===== src/rtl/grant_lock_decoder_if.sv =====
// grant_lock_decoder_if: arbiter grant, input flit handshake and crossbar select bundle
interface grant_lock_decoder_if #(
  parameter int IN_N = 5
);
  localparam int W = IN_N > 1 ? $clog2(IN_N) : 1;
  logic [W-1:0]    grant_i;
  logic            grant_vld_i;
  logic [IN_N-1:0] vld_i;
  logic [IN_N-1:0] tail_i;
  logic            out_rdy_i;
  logic [IN_N-1:0] sel_oh_o;
  logic [W-1:0]    owner_o;
  logic            locked_o;
  logic            vld_o;
  logic [IN_N-1:0] rdy_o;
  logic            timeout_o;
  modport master (
    output grant_i, grant_vld_i, vld_i, tail_i, out_rdy_i,
    input  sel_oh_o, owner_o, locked_o, vld_o, rdy_o, timeout_o
  );
  modport slave (
    input  grant_i, grant_vld_i, vld_i, tail_i, out_rdy_i,
    output sel_oh_o, owner_o, locked_o, vld_o, rdy_o, timeout_o
  );
endinterface


===== src/rtl/grant_lock_decoder.sv =====
// grant_lock_decoder: holds a crossbar output for the granted input until its tail flit.
// Optional lock watchdog compiled in with GRANT_LOCK_TIMEOUT_EN.
module grant_lock_decoder #(
  parameter int IN_N        = 5,
  parameter int TIMEOUT_CYC = 64
) (
  input  logic                 clk_i,
  input  logic                 rst_ni,
  grant_lock_decoder_if.slave  bus
);
  localparam int W = IN_N > 1 ? $clog2(IN_N) : 1;
  if (TIMEOUT_CYC < 2) begin : g_bad_timeout
    $error("TIMEOUT_CYC must be at least 2");
  end
  typedef enum logic {IDLE, LOCKED} state_e;
  state_e          state_q, state_d;
  logic [W-1:0]    owner_q, owner_d;
  logic [IN_N-1:0] sel_oh_q, sel_oh_d;
  logic            xfer;
  logic            tail_xfer;
  logic            grant_ok;
  logic            wd_fire;
  // sel_oh_q is zero when idle, so masking with it also qualifies on the lock
  assign xfer      = |(bus.vld_i & sel_oh_q) & bus.out_rdy_i;
  assign tail_xfer = xfer & |(bus.tail_i & sel_oh_q);
  assign grant_ok  = bus.grant_vld_i && int'(bus.grant_i) < IN_N;
  always_comb begin
    state_d = state_q;
    owner_d = owner_q;
    if (state_q == IDLE) begin
      if (grant_ok) begin
        state_d = LOCKED;
        owner_d = bus.grant_i;
      end
    end else if (tail_xfer || wd_fire) begin
      state_d = IDLE;
      owner_d = '0;
    end
    sel_oh_d = state_d == LOCKED ? IN_N'(1) << owner_d : '0;
  end
  always_ff @(posedge clk_i) begin
    if (!rst_ni) begin
      state_q  <= IDLE;
      owner_q  <= '0;
      sel_oh_q <= '0;
    end else begin
      state_q  <= state_d;
      owner_q  <= owner_d;
      sel_oh_q <= sel_oh_d;
    end
  end
`ifdef GRANT_LOCK_TIMEOUT_EN
  localparam int CW = $clog2(TIMEOUT_CYC + 1);
  logic [CW-1:0] wd_cnt_q, wd_cnt_d;
  logic          timeout_q, timeout_d;
  assign wd_fire = state_q == LOCKED && !xfer && wd_cnt_q == CW'(TIMEOUT_CYC - 1);
  always_comb begin
    wd_cnt_d  = (state_q == LOCKED && !xfer && !wd_fire) ? wd_cnt_q + 1'b1 : '0;
    timeout_d = wd_fire;
  end
  always_ff @(posedge clk_i) begin
    if (!rst_ni) begin
      wd_cnt_q  <= '0;
      timeout_q <= 1'b0;
    end else begin
      wd_cnt_q  <= wd_cnt_d;
      timeout_q <= timeout_d;
    end
  end
  assign bus.timeout_o = timeout_q;
`else
  assign wd_fire       = 1'b0;
  assign bus.timeout_o = 1'b0;
`endif
  assign bus.sel_oh_o = sel_oh_q;
  assign bus.owner_o  = owner_q;
  assign bus.locked_o = state_q == LOCKED;
  assign bus.vld_o    = |(bus.vld_i & sel_oh_q);
  assign bus.rdy_o    = sel_oh_q & {IN_N{bus.out_rdy_i}};
endmodule


===== src/flat_wrapper.sv =====
// flat-port wrapper written by rule: the top's interface ports become plain ports
module grant_lock_decoder_flat 
#(
  parameter int IN_N        = 5,
  parameter int TIMEOUT_CYC = 64
)
  (clk_i, rst_ni, bus_grant_i, bus_grant_vld_i, bus_vld_i, bus_tail_i, bus_out_rdy_i, bus_sel_oh_o, bus_owner_o, bus_locked_o, bus_vld_o, bus_rdy_o, bus_timeout_o);
  grant_lock_decoder_if #(.IN_N(IN_N)) bus_i ();
  input  logic clk_i;
  input  logic rst_ni;
  input wire logic [$bits(bus_i.grant_i)-1:0] bus_grant_i;
  input wire logic [$bits(bus_i.grant_vld_i)-1:0] bus_grant_vld_i;
  input wire logic [$bits(bus_i.vld_i)-1:0] bus_vld_i;
  input wire logic [$bits(bus_i.tail_i)-1:0] bus_tail_i;
  input wire logic [$bits(bus_i.out_rdy_i)-1:0] bus_out_rdy_i;
  output wire logic [$bits(bus_i.sel_oh_o)-1:0] bus_sel_oh_o;
  output wire logic [$bits(bus_i.owner_o)-1:0] bus_owner_o;
  output wire logic [$bits(bus_i.locked_o)-1:0] bus_locked_o;
  output wire logic [$bits(bus_i.vld_o)-1:0] bus_vld_o;
  output wire logic [$bits(bus_i.rdy_o)-1:0] bus_rdy_o;
  output wire logic [$bits(bus_i.timeout_o)-1:0] bus_timeout_o;
  assign bus_i.grant_i = bus_grant_i;
  assign bus_i.grant_vld_i = bus_grant_vld_i;
  assign bus_i.vld_i = bus_vld_i;
  assign bus_i.tail_i = bus_tail_i;
  assign bus_i.out_rdy_i = bus_out_rdy_i;
  assign bus_sel_oh_o = bus_i.sel_oh_o;
  assign bus_owner_o = bus_i.owner_o;
  assign bus_locked_o = bus_i.locked_o;
  assign bus_vld_o = bus_i.vld_o;
  assign bus_rdy_o = bus_i.rdy_o;
  assign bus_timeout_o = bus_i.timeout_o;
  grant_lock_decoder #(.IN_N(IN_N), .TIMEOUT_CYC(TIMEOUT_CYC)) u_core (.clk_i(clk_i), .rst_ni(rst_ni), .bus(bus_i));
endmodule

===== config.mk =====
export PLATFORM = sky130hd
export DESIGN_NAME = grant_lock_decoder_flat
export DESIGN_NICKNAME = d
export VERILOG_FILES = /design/src/rtl/grant_lock_decoder_if.sv /design/src/rtl/grant_lock_decoder.sv /design/src/flat_wrapper.sv
export SDC_FILE = /design/constraint.sdc
export NUM_CORES = 1
export LEC_CHECK = 0
export BUFFER_PORTS_ARGS = -buffer_cell sky130_fd_sc_hd__buf_2
export CORE_MARGIN = 5
export CORE_UTILIZATION = 25
export CTS_CLUSTER_DIAMETER = 40
export CTS_CLUSTER_SIZE = 24
export DETAILED_ROUTE_END_ITERATION = 8
export GPL_TIMING_DRIVEN = 0
export PLACE_DENSITY = 0.62
export SLEW_MARGIN = 20
export SYNTH_ARGS = -nofsm -noshare
export SYNTH_HDL_FRONTEND = slang
export SYNTH_SLANG_ARGS = --single-unit

===== constraint.sdc =====
create_clock -name clk_i -period 1.65 [get_ports clk_i]
set_input_delay 0 -clock clk_i [delete_from_list [all_inputs] [get_ports clk_i]]
set_output_delay 0 -clock clk_i [all_outputs]
set_load 0.01 [all_outputs]

==> results.yml <==
global_route:
  grt_util_met3: 0.0313
  grt_usage: 0.0955
  busiest_layer: "met2"
  grt_use_met2: 0.132
  grt_pass1_wl_um: 1930
  grt-ovfl-total: 0
  grt_pass1_vias: 448
  antenna_found_initial: 0
  grt_max_degree: 8
  met1_usage: 0.118
power_and_ir_drop:
  leakage_nw: 0.321
  p_int_w: 0.000369
  p_per_area_nw_per_um2: 765
  p_clk_frac: 0.332
  power_frac_comb: 0.200
  p_sw_w: 0.000143
  p_sw_frac: 0.279
  seqPwrFrac: 0.469
  peakVddDrop_mv: 0.268
setup_path:
  rrSetupSlack_ps: 290
  r2r_end: "u_core.bus.sel_oh_o[4]$_SDFF_PN0_"
  required_ps: 1830
  cp_data_arrival_time_ps: 1540
  path_max_fanout: 5
  reg2regPathDepth: 4
  timing.rr.start: "u_core.bus.sel_oh_o[1]$_SDFF_PP0_"
  crit_path_end_kind: "register"
  critPathKind: "register to register"
  worst_setup_path_start_kind: "register"
cells_and_area:
  mostFrequentLayoutCells: "buf_2 (31), dfxtp_1 (9), nor2_1 (6)"
  fin_area_um2: 669
  drive_gt1_frac: 0.456
  diodes: 0
  area_growth_pct: 46.6
  regArea_um2: 180
  final_common_cell: "buf_2"
  finish.utilization: 0.388
  fill_cells: 194
  design.final.nets: 108
  multiInputGateArea_um2: 265
logic_synthesis:
  yosysWarnings: 0
  synthTopCellsByArea: "dfxtp_1 (39%), and2_1 (5.5%), nor2_1 (4.9%)"
  synth.top_cell.area_share: 0.395
  synth_area_leader_cell: "dfxtp_1"
  yosys.cell_types.count: 25
  ys_seq_area_frac: 0.395
  yosys_register_bits: 9
  ys.flop_type: "dfxtp_1"
  netlist_area_um2: 457
  synth-edff-count: 0
  synthCells: 55
  postSynthAreaPerCell_um2: 8.30
  syn_nets: 72
  synthArstFlopShare: 0
run:
  drv_cap: 0
hold_path:
  hp-class: "primary input to register"
  min_to: "u_core.bus.locked_o$_SDFF_PN0_"
  worstHoldPathCells: 3
  min_from: "bus_grant_vld_i"
cts:
  post_cts_buffers: 0
  cts_resized: 0
  cts_tree: "built"
  hold_buffers: 0
  insertion_delay_ps: 260
  root_buffer: "clkbuf_4"
  clockBufferDepth: 2
  h-tree-depth: 1
  cts_sinks: 9
  cts.reportedPaths.clkPinSlew_ps: 60
  numCtsBuffers: 3
timing:
  rsz0062_at_grt: "no"
  clock_skew_ps: 4.28
  post-route-period-util: 0.823
  drv_slew: 0
  setup_viol: 0
  period_needed_ps: 1360
  timing.fmax_ghz: 0.736
  whs_ps: 36.6
  tns_ps: 0
  hold_viol: 0
drt:
  avgRoutedWirePerCell_um: 10.6
  firstDrtPassIters: 4
  drc: 0
  vias: 517
  drt-vias-per-instance: 4.50
  drt_iter0_drc: 16
  routed_wirelength_um: 1220
  postRouteAntennaNets: 0
floorplanning:
  io_pins: 33
  dieWidth_um: 52.7
  dieArea_um2: 2780
  row_count: 15
  die_y_um: 52.7
  initial_utilization: 0.264
  core_area_um2: 1730
placed_design:
  globalplace.congestion: 0.681
  portBuffers: 31
  placed_area_um2: 643
outcome:
  run_status: "finished clean"
==> registers in the layout, indices dropped and copies added, names as in the netlist <==
register / cells
u_core.bus.locked_o: 1
u_core.bus.sel_oh_o: 5
u_core.bus.owner_o: 3
==> worst max-delay path by stage <==
stage | startpoint | endpoint | slack (ps) | cells past startpoint
2_1_floorplan | u_core.bus.sel_oh_o[1]$_SDFF_PP0_ | u_core.bus.sel_oh_o[4]$_SDFF_PN0_ | 370 | 4
3_3_place_gp | u_core.bus.locked_o$_SDFF_PN0_ | u_core.bus.sel_oh_o[3]$_SDFF_PP0_ | 300 | 3
3_5_place_dp | u_core.bus.sel_oh_o[1]$_SDFF_PP0_ | u_core.bus.sel_oh_o[4]$_SDFF_PN0_ | 300 | 4
4_1_cts | u_core.bus.sel_oh_o[1]$_SDFF_PP0_ | u_core.bus.sel_oh_o[4]$_SDFF_PN0_ | 290 | 4
5_1_grt | u_core.bus.locked_o$_SDFF_PN0_ | u_core.bus.sel_oh_o[4]$_SDFF_PN0_ | 130 | 4
6_report | u_core.bus.sel_oh_o[1]$_SDFF_PP0_ | u_core.bus.sel_oh_o[4]$_SDFF_PN0_ | 290 | 4
==> per-layer routing <==
layer	up-vias	wire, um
li1	269	-
met1	210	528
met2	33	446
met3	5	197
met4	0	48
met5	-	0
==> per-stage QoR <==
| step | instances | setup WS (ps) | power (W) |
|---|---|---|---|
| 2_1_floorplan | 55 | 369 | 0.000300 |
| 3_3_place_gp | 111 | 302 | 0.000347 |
| 3_5_place_dp | 111 | 299 | 0.000348 |
| 4_1_cts | 115 | 291 | 0.000517 |
| 5_1_grt | 115 | 126 | 0.000542 |
| 6_report | 115 | 292 | 0.000512 |
==> cell usage after synthesis, types with 2 or more instances <==
library cell and number:
dfxtp_1 9, nor2_1 6, nand2_1 5, a21oi_1 4, and2_1 4, nor3_1 4
a222oi_1 2, nor2b_1 2, nor4_1 2, o21ai_0 2
==> critical path, stage by stage, from the launching register on <==
cell	delay [ps]
dfxtp_1	330
a222oi_1	320
and3_2	270
o21ai_2	110
nor4_2	250
==> power groups by stage <==
| stage | sequential, W | combinational [W] | clock (W) |
|---|---|---|---|
| CTS | 0.000240 | 0.000103 | 0.000173 |
| floorplan | 0.000248 | 0.0000520 | 0 |
| detailed placement | 0.000245 | 0.000103 | 0 |
| finish | 0.000240 | 0.000102 | 0.000170 |
| global placement | 0.000244 | 0.000102 | 0 |
| global route | 0.000242 | 0.000115 | 0.000184 |
==> final cells by class <==
cell class | instances | area share
inverter | 1 | 0.00561
clock buffer | 4 | 0.0393
multi-input combinational | 44 | 0.396
sequential | 9 | 0.269
tap | 25 | 0.0467
buffer | 1 | 0.0112
timing repair buffer | 31 | 0.232
==> kinds of logic after synthesis <==
logic type             after synthesis  synth area share
flip-flops                           9             0.395
other                                1           0.00821
buffers and inverters                2            0.0247
AND/OR/NAND/NOR                     29             0.362
AO/OA/AOI/OAI                       14             0.211
(Power assumes the default switching activity.)
